===== src/rtl/seg7_pkg.sv =====
// seg7_pkg: 7-segment pattern constants and types shared between the hex
// display driver and the receive-side count monitor.
// Patterns are active-low, bit0 = segment a ... bit6 = segment g.
package seg7_pkg;

    localparam int unsigned SEG_W = 7;
    localparam int unsigned NIB_W = 4;

    typedef logic [SEG_W-1:0] seg_t;
    typedef logic [NIB_W-1:0] nibble_t;

    localparam seg_t SEG_0     = 7'h40;
    localparam seg_t SEG_1     = 7'h79;
    localparam seg_t SEG_2     = 7'h24;
    localparam seg_t SEG_3     = 7'h30;
    localparam seg_t SEG_4     = 7'h19;
    localparam seg_t SEG_5     = 7'h12;
    localparam seg_t SEG_6     = 7'h02;
    localparam seg_t SEG_7     = 7'h78;
    localparam seg_t SEG_8     = 7'h00;
    localparam seg_t SEG_9     = 7'h10;
    localparam seg_t SEG_A     = 7'h08;
    localparam seg_t SEG_B     = 7'h03;
    localparam seg_t SEG_C     = 7'h46;
    localparam seg_t SEG_D     = 7'h21;
    localparam seg_t SEG_E     = 7'h06;
    localparam seg_t SEG_F     = 7'h0E;
    localparam seg_t SEG_BLANK = 7'h7F;

endpackage


===== src/rtl/seg7_decode.sv =====
// seg7_decode: combinational pattern-to-nibble decoder.
// Ports:
//   seg       in   7-segment pattern (active-low)
//   hit_c     out  pattern is one of the 16 legal digits
//   blank_c   out  pattern is all segments off
//   nibble_c  out  decoded digit (0 when not a hit)
module seg7_decode
    import seg7_pkg::*;
(
    input  seg_t    seg,
    output logic    hit_c,
    output logic    blank_c,
    output nibble_t nibble_c
);

    // One case arm per legal pattern; anything else is blank or illegal.
    always_comb begin
        hit_c    = 1'b1;
        blank_c  = 1'b0;
        nibble_c = '0;
        case (seg)
            SEG_0:     nibble_c = 4'h0;
            SEG_1:     nibble_c = 4'h1;
            SEG_2:     nibble_c = 4'h2;
            SEG_3:     nibble_c = 4'h3;
            SEG_4:     nibble_c = 4'h4;
            SEG_5:     nibble_c = 4'h5;
            SEG_6:     nibble_c = 4'h6;
            SEG_7:     nibble_c = 4'h7;
            SEG_8:     nibble_c = 4'h8;
            SEG_9:     nibble_c = 4'h9;
            SEG_A:     nibble_c = 4'hA;
            SEG_B:     nibble_c = 4'hB;
            SEG_C:     nibble_c = 4'hC;
            SEG_D:     nibble_c = 4'hD;
            SEG_E:     nibble_c = 4'hE;
            SEG_F:     nibble_c = 4'hF;
            SEG_BLANK: begin
                hit_c   = 1'b0;
                blank_c = 1'b1;
            end
            default:   hit_c = 1'b0;
        endcase
    end

endmodule


===== src/rtl/seg7_count_monitor.sv =====
// seg7_count_monitor: watches an active-low 7-segment bus, accepts a pattern
// once it has been stable for STABLE_CYCLES samples, decodes it, and checks
// that successive digits count up by one modulo 16.
// Optional macro SEG7_MON_SYNC_EN: adds a 2-flop input synchronizer (reset to
// blank) ahead of the run tracker, adding 2 cycles of acceptance latency.
// Ports:
//   clock      in   sampling clock, rising edge
//   reset      in   asynchronous, active-low
//   seg_in     in   segment bus, active-low, bit0=a .. bit6=g
//   value      out  last accepted legal digit
//   valid      out  1-cycle pulse on legal digit acceptance
//   invalid    out  1-cycle pulse on illegal pattern acceptance
//   seq_err    out  1-cycle pulse on out-of-sequence digit while locked
//   locked     out  legal digit seen since reset / last illegal pattern
//   err_count  out  saturating count of invalid + seq_err events
module seg7_count_monitor
    import seg7_pkg::*;
#(
    parameter int unsigned STABLE_CYCLES = 4,
    parameter int unsigned ERR_W         = 8
) (
    input  logic             clock,
    input  logic             reset,
    input  seg_t             seg_in,
    output nibble_t          value,
    output logic             valid,
    output logic             invalid,
    output logic             seq_err,
    output logic             locked,
    output logic [ERR_W-1:0] err_count
);

    localparam int unsigned CNT_W = 4;
    localparam logic [CNT_W-1:0] STABLE = CNT_W'(STABLE_CYCLES);

    seg_t seg_s;

`ifdef SEG7_MON_SYNC_EN
    seg_t sync_q1;
    seg_t sync_q2;

    // Two-flop synchronizer for sources not timed to clock.
    always_ff @(posedge clock or negedge reset) begin
        if (!reset) begin
            sync_q1 <= SEG_BLANK;
            sync_q2 <= SEG_BLANK;
        end else begin
            sync_q1 <= seg_in;
            sync_q2 <= sync_q1;
        end
    end

    assign seg_s = sync_q2;
`else
    assign seg_s = seg_in;
`endif

    // Run tracker state; tracked=0 means no pattern seen since reset.
    logic             tracked;
    seg_t             s_prev;
    logic [CNT_W-1:0] run_cnt;

    logic             new_run;
    logic [CNT_W-1:0] run_cnt_nxt;
    logic             accept;

    // Acceptance fires only on the edge where the count first reaches
    // STABLE, so a long steady run is accepted exactly once.
    always_comb begin
        new_run = !tracked || (seg_s != s_prev);
        if (new_run) begin
            run_cnt_nxt = CNT_W'(1);
        end else if (run_cnt == STABLE) begin
            run_cnt_nxt = run_cnt;
        end else begin
            run_cnt_nxt = run_cnt + CNT_W'(1);
        end
        accept = (run_cnt_nxt == STABLE) && (new_run || (run_cnt != STABLE));
    end

    always_ff @(posedge clock or negedge reset) begin
        if (!reset) begin
            tracked <= 1'b0;
            s_prev  <= SEG_BLANK;
            run_cnt <= '0;
        end else begin
            tracked <= 1'b1;
            s_prev  <= seg_s;
            run_cnt <= run_cnt_nxt;
        end
    end

    // Decode the sample being accepted (equals s_prev unless STABLE is 1).
    logic    dec_hit;
    logic    dec_blank;
    nibble_t dec_nibble;

    seg7_decode u_decode (
        .seg      (seg_s),
        .hit_c    (dec_hit),
        .blank_c  (dec_blank),
        .nibble_c (dec_nibble)
    );

    nibble_t          value_nxt;
    nibble_t          value_inc;
    logic             valid_nxt;
    logic             invalid_nxt;
    logic             seq_err_nxt;
    logic             locked_nxt;
    logic             err_inc;
    logic [ERR_W-1:0] err_count_nxt;

    // Acceptance handling: legal digit, blank (ignored), or illegal pattern.
    always_comb begin
        value_nxt   = value;
        valid_nxt   = 1'b0;
        invalid_nxt = 1'b0;
        seq_err_nxt = 1'b0;
        locked_nxt  = locked;
        err_inc     = 1'b0;
        value_inc   = value + 4'd1;

        if (accept) begin
            if (dec_hit) begin
                value_nxt  = dec_nibble;
                valid_nxt  = 1'b1;
                locked_nxt = 1'b1;
                if (locked && (dec_nibble != value_inc)) begin
                    seq_err_nxt = 1'b1;
                    err_inc     = 1'b1;
                end
            end else if (!dec_blank) begin
                invalid_nxt = 1'b1;
                locked_nxt  = 1'b0;
                err_inc     = 1'b1;
            end
        end

        if (err_inc && (err_count != '1)) begin
            err_count_nxt = err_count + ERR_W'(1);
        end else begin
            err_count_nxt = err_count;
        end
    end

    always_ff @(posedge clock or negedge reset) begin
        if (!reset) begin
            value     <= '0;
            valid     <= 1'b0;
            invalid   <= 1'b0;
            seq_err   <= 1'b0;
            locked    <= 1'b0;
            err_count <= '0;
        end else begin
            value     <= value_nxt;
            valid     <= valid_nxt;
            invalid   <= invalid_nxt;
            seq_err   <= seq_err_nxt;
            locked    <= locked_nxt;
            err_count <= err_count_nxt;
        end
    end

endmodule


===== config.mk =====
export PLATFORM = sky130hd
export DESIGN_NAME = seg7_count_monitor
export DESIGN_NICKNAME = d
export VERILOG_FILES = /design/src/rtl/seg7_pkg.sv /design/src/rtl/seg7_decode.sv /design/src/rtl/seg7_count_monitor.sv
export SDC_FILE = /design/constraint.sdc
export NUM_CORES = 1
export LEC_CHECK = 0
export BUFFER_PORTS_ARGS = -buffer_cell sky130_fd_sc_hd__buf_2
export CORE_ASPECT_RATIO = 0.8
export CORE_MARGIN = 2
export CORE_UTILIZATION = 50
export DETAILED_ROUTE_END_ITERATION = 10
export PLACE_DENSITY = 0.69
export SYNTH_ARGS = -nofsm -noshare
export SYNTH_HDL_FRONTEND = slang
export SYNTH_HIERARCHICAL = 1
export SYNTH_SLANG_ARGS = --single-unit
export TNS_END_PERCENT = 1

===== constraint.sdc =====
create_clock -name clock -period 3.1 [get_ports clock]
set_clock_uncertainty 0.2 [all_clocks]
set_input_delay 0.155 -clock clock [delete_from_list [all_inputs] [get_ports clock]]
set_output_delay 0.155 -clock clock [all_outputs]
set_load 0.01 [all_outputs]

# Word level (Yosys, flattened, before mapping)
# Index checks and enable logic that the tools add are counted.
[totals] elab_cells=62 register_bits=28 out_inout_bits=16
[op_classes] add_sub_neg=3 n_reduce_logical=10 mux=17 n_eq_ne=23
[op_table] cell="$pmux W4 S15" n=1
[op_table] cell="$eq A7 B7 Y1 const B" n=5
[op_table] cell="$eq A7 B5 Y1 const B" n=3
[op_table] cell="$eq A7 B6 Y1 const B" n=3
[op_table] cell="$reduce_or A16 Y1" n=1
[op_table] cell="$eq A7 B2 Y1 const B" n=2
[op_table] cell="$eq A7 B4 Y1 const B" n=2
[op_table] cell="$mux W1" n=14
[op_table] cell="$add A4 B1 Y4 const B" n=2
[op_table] cell="$add A8 B1 Y8 const B" n=1
[op_table] cell="$eq A4 B3 Y1 const B" n=2
[op_table] cell="$mux W4" n=2
[op_table] cell="$ne A8 B8 Y1 const B" n=1
[op_table] cell="$eq A7 B3 Y1 const B" n=1
[op_table] cell="$logic_not A7 Y1" n=1
[op_table] cell="$ne A7 B7 Y1" n=1
[op_table] cell="$ne A4 B3 Y1 const B" n=1
[op_table] cell="$ne A4 B4 Y1" n=1
[op_table] cell="$reduce_and A2 Y1" n=2
[op_table] cell="$logic_and A1 B1 Y1" n=3
[op_table] cell="$logic_or A1 B1 Y1" n=2
[op_table] cell="$ne A2 B2 Y1 const B" n=1
[op_table] cell="$logic_not A1 Y1" n=1

# Logic depth before layout (Yosys ltp)
# Gate-level depths: netlist of run 1.
[depth] depth_word=8 ltp_mapped=10 mapped_depth_nobuf=9

# Hierarchy
# Netlist of run 1, hierarchy kept.
[modules_own_cells] mod="seg7_count_monitor" area_per_inst_um2=1457.6 seq_area_each_um2=709.4 cells_per_inst=117 n_inst=1
[modules_own_cells] mod="seg7_decode" area_per_inst_um2=339.1 seq_area_each_um2=0.0 cells_per_inst=56 n_inst=1

# Worst setup path before layout of run 1
# Ideal clock, no wire load.
[synth_timing] kind="input to register" from="input port seg_in[1]" to="register err_count[6]" t_required_ns=2.775 setup_slack_ns=0.536 path_buffers=0 arrival_ns=2.239 cell_stages=9 path_cell_list="or4b_1 > a311o_1 > a31o_1 > o311ai_1 > nor2_1 > nor2_1 > a31oi_4 > nand4_1 > mux2_2"
[synth_between] elab_cells_between_ends=34
[synth_rtl] item="from (decl)" line="seg7_count_monitor.sv:24" rtl="input seg_t seg_in,"
[synth_rtl] item="$eq A7 B7 Y1 (tied with other cells)" line="seg7_decode.sv:21" rtl="case (seg)"
[synth_rtl] item="$reduce_or A16 Y1 (no line) (*)"
[synth_rtl] item="$mux W1 (*)" line="seg7_decode.sv:21"
[synth_rtl] item="named net dec_hit" line="seg7_count_monitor.sv:94" rtl="logic dec_hit;"
[synth_rtl] item="$mux W1 (*)" line="seg7_count_monitor.sv:125" rtl="if (dec_hit) begin"
[synth_rtl] item="$mux W1 (*)" line="seg7_count_monitor.sv:124" rtl="if (accept) begin"
[synth_rtl] item="$logic_and A1 B1 Y1 (*)" line="seg7_count_monitor.sv:140" rtl="if (err_inc && (err_count != '1)) begin"
[synth_rtl] item="to (signal assigned)" line="seg7_count_monitor.sv:161" rtl="err_count <= err_count_nxt;"
[synth_rtl] item="to (decl)" line="seg7_count_monitor.sv:30" rtl="output logic [ERR_W-1:0] err_count"
# The timed path passes the listed nets; every way through them passes the cells marked *.
# A chain may end at the register's enable or synchronous reset.

# Worst setup path after layout of run 1
[layout_timing] from="input port seg_in[6]" to="register err_count[4]"
[layout_between] elab_chain_cells=8 elab_cells_between_ends=34
[layout_rtl] item="$eq A7 B4 Y1 (tied with other cells)" line="seg7_decode.sv:21"
[layout_rtl] item="$pmux W4 S15 (*)" line="seg7_decode.sv:21"
[layout_rtl] item="named net dec_nibble[2]" line="seg7_count_monitor.sv:96" rtl="nibble_t dec_nibble;"
[layout_rtl] item="$ne A4 B4 Y1 (*)" line="seg7_count_monitor.sv:129" rtl="if (locked && (dec_nibble != value_inc)) begin"
[layout_rtl] item="$logic_and A1 B1 Y1 (*)" line="seg7_count_monitor.sv:129"
[layout_rtl] item="$mux W1 (*)" line="seg7_count_monitor.sv:129"
[layout_rtl] item="$mux W1 (*)" line="seg7_count_monitor.sv:125"
[layout_rtl] item="$mux W1 (*)" line="seg7_count_monitor.sv:124"
[layout_rtl] item="$logic_and A1 B1 Y1 (*)" line="seg7_count_monitor.sv:140"
# Marked as above.

==> flow_metrics.py, run 1 <==
metrics = {
    "yosys": {
        "post_synth.cell_area_avg_um2": 10.4,
        "synth_ff_type": "dfrtp_1",
        "netlist_instances": 173,
        "yosys.cell_types.count": 55,
        "synth_enable_flop_cells": 0,
        "flip_flop_and_latch_count_after_synthesis": 28,
        "synth_seq_area_share_pct": 39.5,
        "mappedNetlistArea_um2": 1800,
        "synthArstFlopShare_pct": 100,
        "synthDominantAreaCellType": "dfrtp_1",
        "postSynthNetCount": 186,
        "yosys.area.top_type_share_pct": 29.2,
        "yosys-top-cells-area": "dfrtp_1, dfstp_2, xnor2_2",
        "synth_warnings": 6,
    },
    "timing": {
        "finalSetupTns_ps": 0,
        "min_period_over_period_pct": 94.8,
        "hold_violations": 0,
        "max_slew.worst_pin.slew_ps": 614,
        "grt_setup_unrepaired": "false",
        "layout_min_cycle_time_ps": 2940,
        "setup_viol": 0,
        "finalMaxSlewViolations": 0,
        "worst_slew_margin_rel_pct": 59.1,
        "timing.fmax_ghz": 0.340,
    },
    "floorplanning": {
        "total_die_area_um2": 4090,
        "floorplan.core_area_um2": 3450,
        "die-width_um": 71.0,
        "ioPinCount": 25,
        "chip_height_um": 57.6,
        "floorplan.initialDensity_pct": 52.1,
        "placement_rows": 19,
    },
    "grt": {
        "grt_first_pass_wirelength_um": 6570,
        "track_usage_pct": 20.2,
        "grt_util_met3_pct": 4.17,
        "number_of_global_route_vias_before_repair": 1429,
        "grt_overflow": 0,
        "met1_usage_pct": 26.6,
        "grt_start_max_net_pins": 29,
        "initial_antenna_violation_count": 0,
        "grtUsageMet2_pct": 35.4,
        "grt-busiest-layer": "met2",
    },
    "finish": {
        "num-nets-final": 218,
        "final_cell_mix": "buf_2, dfrtp_1, nor2_1",
        "final_layout_size_suffix_gt1_share_pct": 31.9,
        "most_common_cell_after_layout_fill_and_taps_aside": "buf_2",
        "end_of_flow_core_utilization_pct": 61.5,
        "final_cells": 246,
        "areaGrowthSynthToFinish_pct": 18.0,
        "antenna_cells_inserted": 0,
    },
    "clocking": {
        "htree_levels": 1,
        "cts.root.buffer_cell": "clkbuf_8",
        "clock_sink_count": 28,
        "worst_skew_pair.late_latency_ps": 270,
        "cts_made_buffers": 3,
        "clock_path_buffers": 2,
        "clk_pin_slew_worst_paths_ps": 90,
        "postCtsSetupRepairBufs": 0,
        "tritoncts": "done",
    },
    "power": {
        "cellPowerDensity_nw_per_um2": 331,
        "net_load_switching_power_uw": 174,
        "largest_vdd_supply_drop_uv": 239,
        "combinationalPowerShare_pct": 14.6,
        "p_total_uw": 703,
        "internal_power_uw": 528,
        "sequentialPowerShare_pct": 53.9,
        "sw_frac_of_total_pct": 24.8,
        "leakagePower_uw": 0.000937,
        "clock_power_share_pct": 31.6,
    },
    "worst_setup_path": {
        "crit_path_top_delay_cell": "dlygate4sd3_1",
        "setup.worst_path.start": "seg_in[6]",
        "crit_path_dat_ps": 2900,
        "cp-start-kind": "primary input",
        "crit_path_max_incr_delay_ps": 520,
        "worstSetupPathType": "primary input to flop",
        "crit_path_cell_trace": "dlygate4sd3_1, buf_2, nand4bb_1, o22ai_1, a221oi_2, o41ai_1, xor3_1, nor2_1, a31oi_4, nand3_1, mux2_2",
        "r2r_start": "run_cnt[0]$_DFF_PN0_",
        "kind_of_end_point_of_the_critical_path": "flop",
        "timing.reg2reg.setup_slack_ps": 540,
        "cp.required_ps": 3060,
        "worstPathMaxFanout": 13,
    },
    "detailed_routing": {
        "wl_um": 3960,
        "1st_pass_router_iterations": 4,
        "vias_per_cell": 6.02,
        "antenna_violating_nets_post_route": 0,
        "via_count": 1481,
        "drt_first_iter_violations": 61,
        "drc_errors": 0,
        "wire_per_inst_um": 16.1,
    },
    "worst_hold_path": {
        "hold_class": "primary input to flop",
        "hold_path_startpoint": "seg_in[1]",
    },
    "outcome": {
        "outcome": "finished, final reports clean",
    },
    "placed_design": {
        "io_buffer_count": 24,
        "place_congestion": 0.821,
        "dpl.hpwl_um": 2790,
        "place_inst": 234,
    },
    "flow_run": {
        "drv_cap": 0,
    },
}
[registers in the layout, indices dropped and copies added, names as in the netlist]
register,flops
locked,1
valid,1
value,4
err_count,8
s_prev,7
invalid,1
seq_err,1
run_cnt,4
tracked,1
[cell families (layout without fill, tap and decap cells)]
logic type | Yosys count | in the layout | share of synthesized area (%)
other | 1 | 1 | 0.209
adders and majority gates | 4 | 4 | 2.79
xor gates and xnor gates | 18 | 18 | 12.1
DFF | 28 | 28 | 39.5
muxes | 7 | 7 | 4.60
buffers and inverters | 12 | 43 | 2.58
and+or+nand+nor | 77 | 77 | 25.9
AOI/OAI and AO/OA | 26 | 26 | 12.3
[path summary, 6_finish.rpt]
| path | depth (start not counted) | endpoint |
|---|---|---|
| hold reg to reg | 1 | err_count[5]$_DFFE_PN0P_ |
| setup reg to reg | 7 | value[3]$_DFFE_PN0P_ |
| hold / removal | 4 | invalid$_DFF_PN0_ |
| setup / recovery | 11 | err_count[4]$_DFFE_PN0P_ |
| max in group asynchronous | 2 | err_count[7]$_DFFE_PN0P_ |
| min in group asynchronous | 2 | run_cnt[0]$_DFF_PN0_ |
[power groups by stage]
stage          registers [uW]  logic, uW  clock network (uW)
5_1_grt                   379        112                 245
2_1_floorplan             385       60.1                   0
3_5_place_dp              385       90.6                   0
4_1_cts                   379       98.7                 231
3_3_place_gp              385       87.4                   0
6_report                  378        103                 222
[synthesized netlist by cell type (2+ instances only)]
cell,number
dfrtp_1,21
xnor2_1,10
nor2b_1,2
clkbuf_1,6
nand4_1,10
inv_1,5
a21oi_1,4
nor2_1,16
mux2_2,6
dfstp_2,7
nand3_1,8
nor3_1,10
and3_1,2
or3_1,2
o21ai_0,4
nand4_2,2
nand2b_1,2
xnor2_2,6
ha_1,4
nand2_1,10
a31oi_1,2
[per-layer routing]
metal / up-vias / part of all wire [%]
li1: 701 / -
met4: 0 / 1.3
met1: 728 / 46
met2: 46 / 48
met3: 6 / 5.0
met5: - / 0
[what timing repair did]
action                                  CTS  global route
hold endpoints to repair                 28             0
endpoints found under the setup margin    0             8
resized for setup                         0             5
hold buffers                              8             0
[metrics by stage]
| step | area (um2) | hold WS, ps | worst slack [ps] |
|---|---|---|---|
| 2_1_floorplan | 1800 | -341 | 536 |
| 3_3_place_gp | 1960 | 0.0561 | 264 |
| 3_5_place_dp | 1960 | 4.78 | 160 |
| 4_1_cts | 2090 | 205 | 22.0 |
| 5_1_grt | 2120 | 276 | 36.1 |
| 6_report | 2120 | 211 | 161 |
[worst max-delay path: cells and delay by family]
family | cells | cell delay [ps]
compound gates | 4 | 970
buf+inv | 2 | 790
simple gates | 3 | 410
mux | 1 | 300
xor+xnor | 1 | 260
[layout make-up]
type / count / area (um2)
well taps: 42 / 52.6
fillers: 292 / 1330
multi-input cells: 133 / 1070
clock buffers: 4 / 55.1
repair buffers: 34 / 215
flip-flops and latches: 28 / 709
inverters: 5 / 18.8
No activity file was read; power rests on OpenSTA's default activity.
==> run 2: changes to the inputs <==
- REMOVE_ABC_BUFFERS: not set -> 1
==> run 2 against run 1 <==
  * Sequential share of layout area is 0.87 points lower
  * Combinational power is 9% higher
  * Critical endpoint is now err_count[6]$_DFFE_PN0P_
  * Setup slack worse by 63 ps
  * Maximum frequency is 2.1% lower
  * Design area is 2.7% higher
  * Critical path type unchanged
  * Global-route usage is 0.098 points lower
==> flow_metrics.py, run 2 (synthesized netlist as in run 1, its figures left out) <==
metrics = {
    "detailed_routing": {
        "1st_pass_router_iterations": 4,
        "wl_um": 4090,
        "antenna_violating_nets_post_route": 0,
        "vias_per_cell": 6.16,
        "drt_first_iter_violations": 97,
        "via_count": 1547,
        "drc_errors": 0,
        "wire_per_inst_um": 16.3,
    },
    "finish": {
        "final_cell_mix": "buf_2, dfrtp_1, nor2_1",
        "total_area_of_sequential_cells_um2": 709,
        "antenna_cells_inserted": 0,
        "final_layout_size_suffix_gt1_share_pct": 34.0,
        "largest-register": "err_count",
        "num-nets-final": 223,
        "most_common_cell_after_layout_fill_and_taps_aside": "buf_2",
        "layout.filler_cells": 256,
        "multiInputGateArea_um2": 1080,
        "largest_register_ff_count": 8,
        "largest_registers": "err_count x8, s_prev x7",
        "areaGrowthSynthToFinish_pct": 21.2,
    },
    "placed_design": {
        "post-place-ws_ps": 194,
        "place_congestion": 0.844,
        "dpl.hpwl_um": 2650,
        "io_buffer_count": 24,
    },
    "worst_setup_path": {
        "timing.reg2reg.setup_slack_ps": 530,
        "kind_of_end_point_of_the_critical_path": "flop",
        "timing.critical_path.buf_inv": 3,
        "cp-start-kind": "primary input",
        "worstPathMaxFanout": 13,
        "cpLargestDelayFamily": "buffers and inverters",
        "crit_path_cell_trace": "dlygate4sd3_1, buf_6, or3_1, a21oi_2, a21oi_1, o311ai_1, buf_4, xnor2_1, nor2_2, a31oi_4, nand4_1, mux2_4",
        "crit_path_max_incr_delay_ps": 540,
        "cp.required_ps": 3070,
        "worstSetupPathType": "primary input to flop",
        "crit_path_dat_ps": 2970,
        "crit_path_top_delay_cell": "dlygate4sd3_1",
    },
    "clocking": {
        "tritoncts": "done",
        "clock_path_buffers": 2,
        "cts_made_buffers": 3,
        "htree_levels": 1,
        "clk_pin_slew_worst_paths_ps": 90,
        "worst_skew_pair.late_latency_ps": 270,
        "clock_sink_count": 28,
        "cts.root.buffer_cell": "clkbuf_8",
    },
    "timing": {
        "fin_hold_ws_ps": 181,
        "min_period_over_period_pct": 96.8,
        "setup_viol": 0,
        "hold_violations": 0,
        "finalSetupTns_ps": 0,
        "timing.fmax_ghz": 0.333,
        "worst_slew_margin_rel_pct": 59.7,
        "finalMaxSlewViolations": 0,
        "post-route-worst-setup-slack_ps": 98.2,
        "max_slew.worst_pin.slew_ps": 604,
        "layout_min_cycle_time_ps": 3000,
    },
    "power": {
        "largest_vdd_supply_drop_uv": 188,
        "leakagePower_uw": 0.000968,
        "p_total_uw": 693,
        "cellPowerDensity_nw_per_um2": 318,
    },
    "floorplanning": {
        "floorplan.initialDensity_pct": 52.1,
        "total_die_area_um2": 4090,
        "ioPinCount": 25,
        "floorplan.core_area_um2": 3450,
        "chip_height_um": 57.6,
        "die-width_um": 71.0,
        "placement_rows": 19,
    },
    "flow_run": {
        "drv_cap": 0,
    },
    "grt": {
        "track_usage_pct": 20.1,
        "grt_start_max_net_pins": 29,
        "initial_antenna_violation_count": 0,
        "grt_overflow": 0,
        "grt_first_pass_wirelength_um": 6560,
        "number_of_global_route_vias_before_repair": 1351,
    },
    "worst_hold_path": {
        "hold_class": "primary input to flop",
    },
    "outcome": {
        "outcome": "finished, final reports clean",
    },
}
run 2: stage by stage:
step | area [um2] | utilization (%) | cells
floorplan | 1770 | - | 166
global placement | 1960 | 57.0 | 235
detailed placement | 1960 | 57.0 | 235
CTS | 2090 | 60.6 | 247
global route | 2180 | 63.2 | 251
finish | 2180 | 63.2 | 251
run 2: worst reg2reg max path, stage by stage, from the launching register on:
cell and delay [ps]:
dfrtp_1 460, inv_1 110, ha_1 230, o21ai_0 170
o21ai_0 210, nor4_4 510, nand2_1 250, mux2_2 340
run 2: final timing paths:
check | from | endpoint | cells after the start
worst min register to register | err_count[5]$_DFFE_PN0P_ | err_count[5]$_DFFE_PN0P_ | 1
min in group asynchronous | reset | tracked$_DFF_PN0_ | 2
worst max-delay path | seg_in[6] | err_count[6]$_DFFE_PN0P_ | 12
worst min-delay path | seg_in[1] | run_cnt[3]$_DFF_PN0_ | 4
worst max register to register | run_cnt[0]$_DFF_PN0_ | value[1]$_DFFE_PN0P_ | 7
max in group asynchronous | reset | run_cnt[1]$_DFF_PN0_ | 2
run 2: final cells by class:
| cell class | count | area share (%) |
|---|---|---|
| multi-input cells | 133 | 49.8 |
| flip-flops and latches | 28 | 32.6 |
| repair buffers | 39 | 12.3 |
| well taps | 42 | 2.41 |
| clock buffers | 4 | 2.07 |
| inverters | 5 | 0.862 |
run 2: per-layer routing:
layer	GRT usage, %	wire length, um
met1	28.4	1770
met2	31.6	1940
met5	0	0
met3	4.17	272
met4	6.20	97
run 2: timing repair:
item	CTS	global route
endpoints found under the setup margin	0	8
buffers inserted	0	4
resized for setup	0	17
endpoints found under the hold margin	28	0
hold buffers	8	0
run 2: power by group:
| group | internal, uW | leakage (uW) | switching [uW] |
|---|---|---|---|
| sequential | 374 | 0.000360 | 4.27 |
| combinational | 47.0 | 0.000585 | 64.7 |
| clock | 92.2 | 0.0000228 | 110 |
| total | 514 | 0.000968 | 179 |
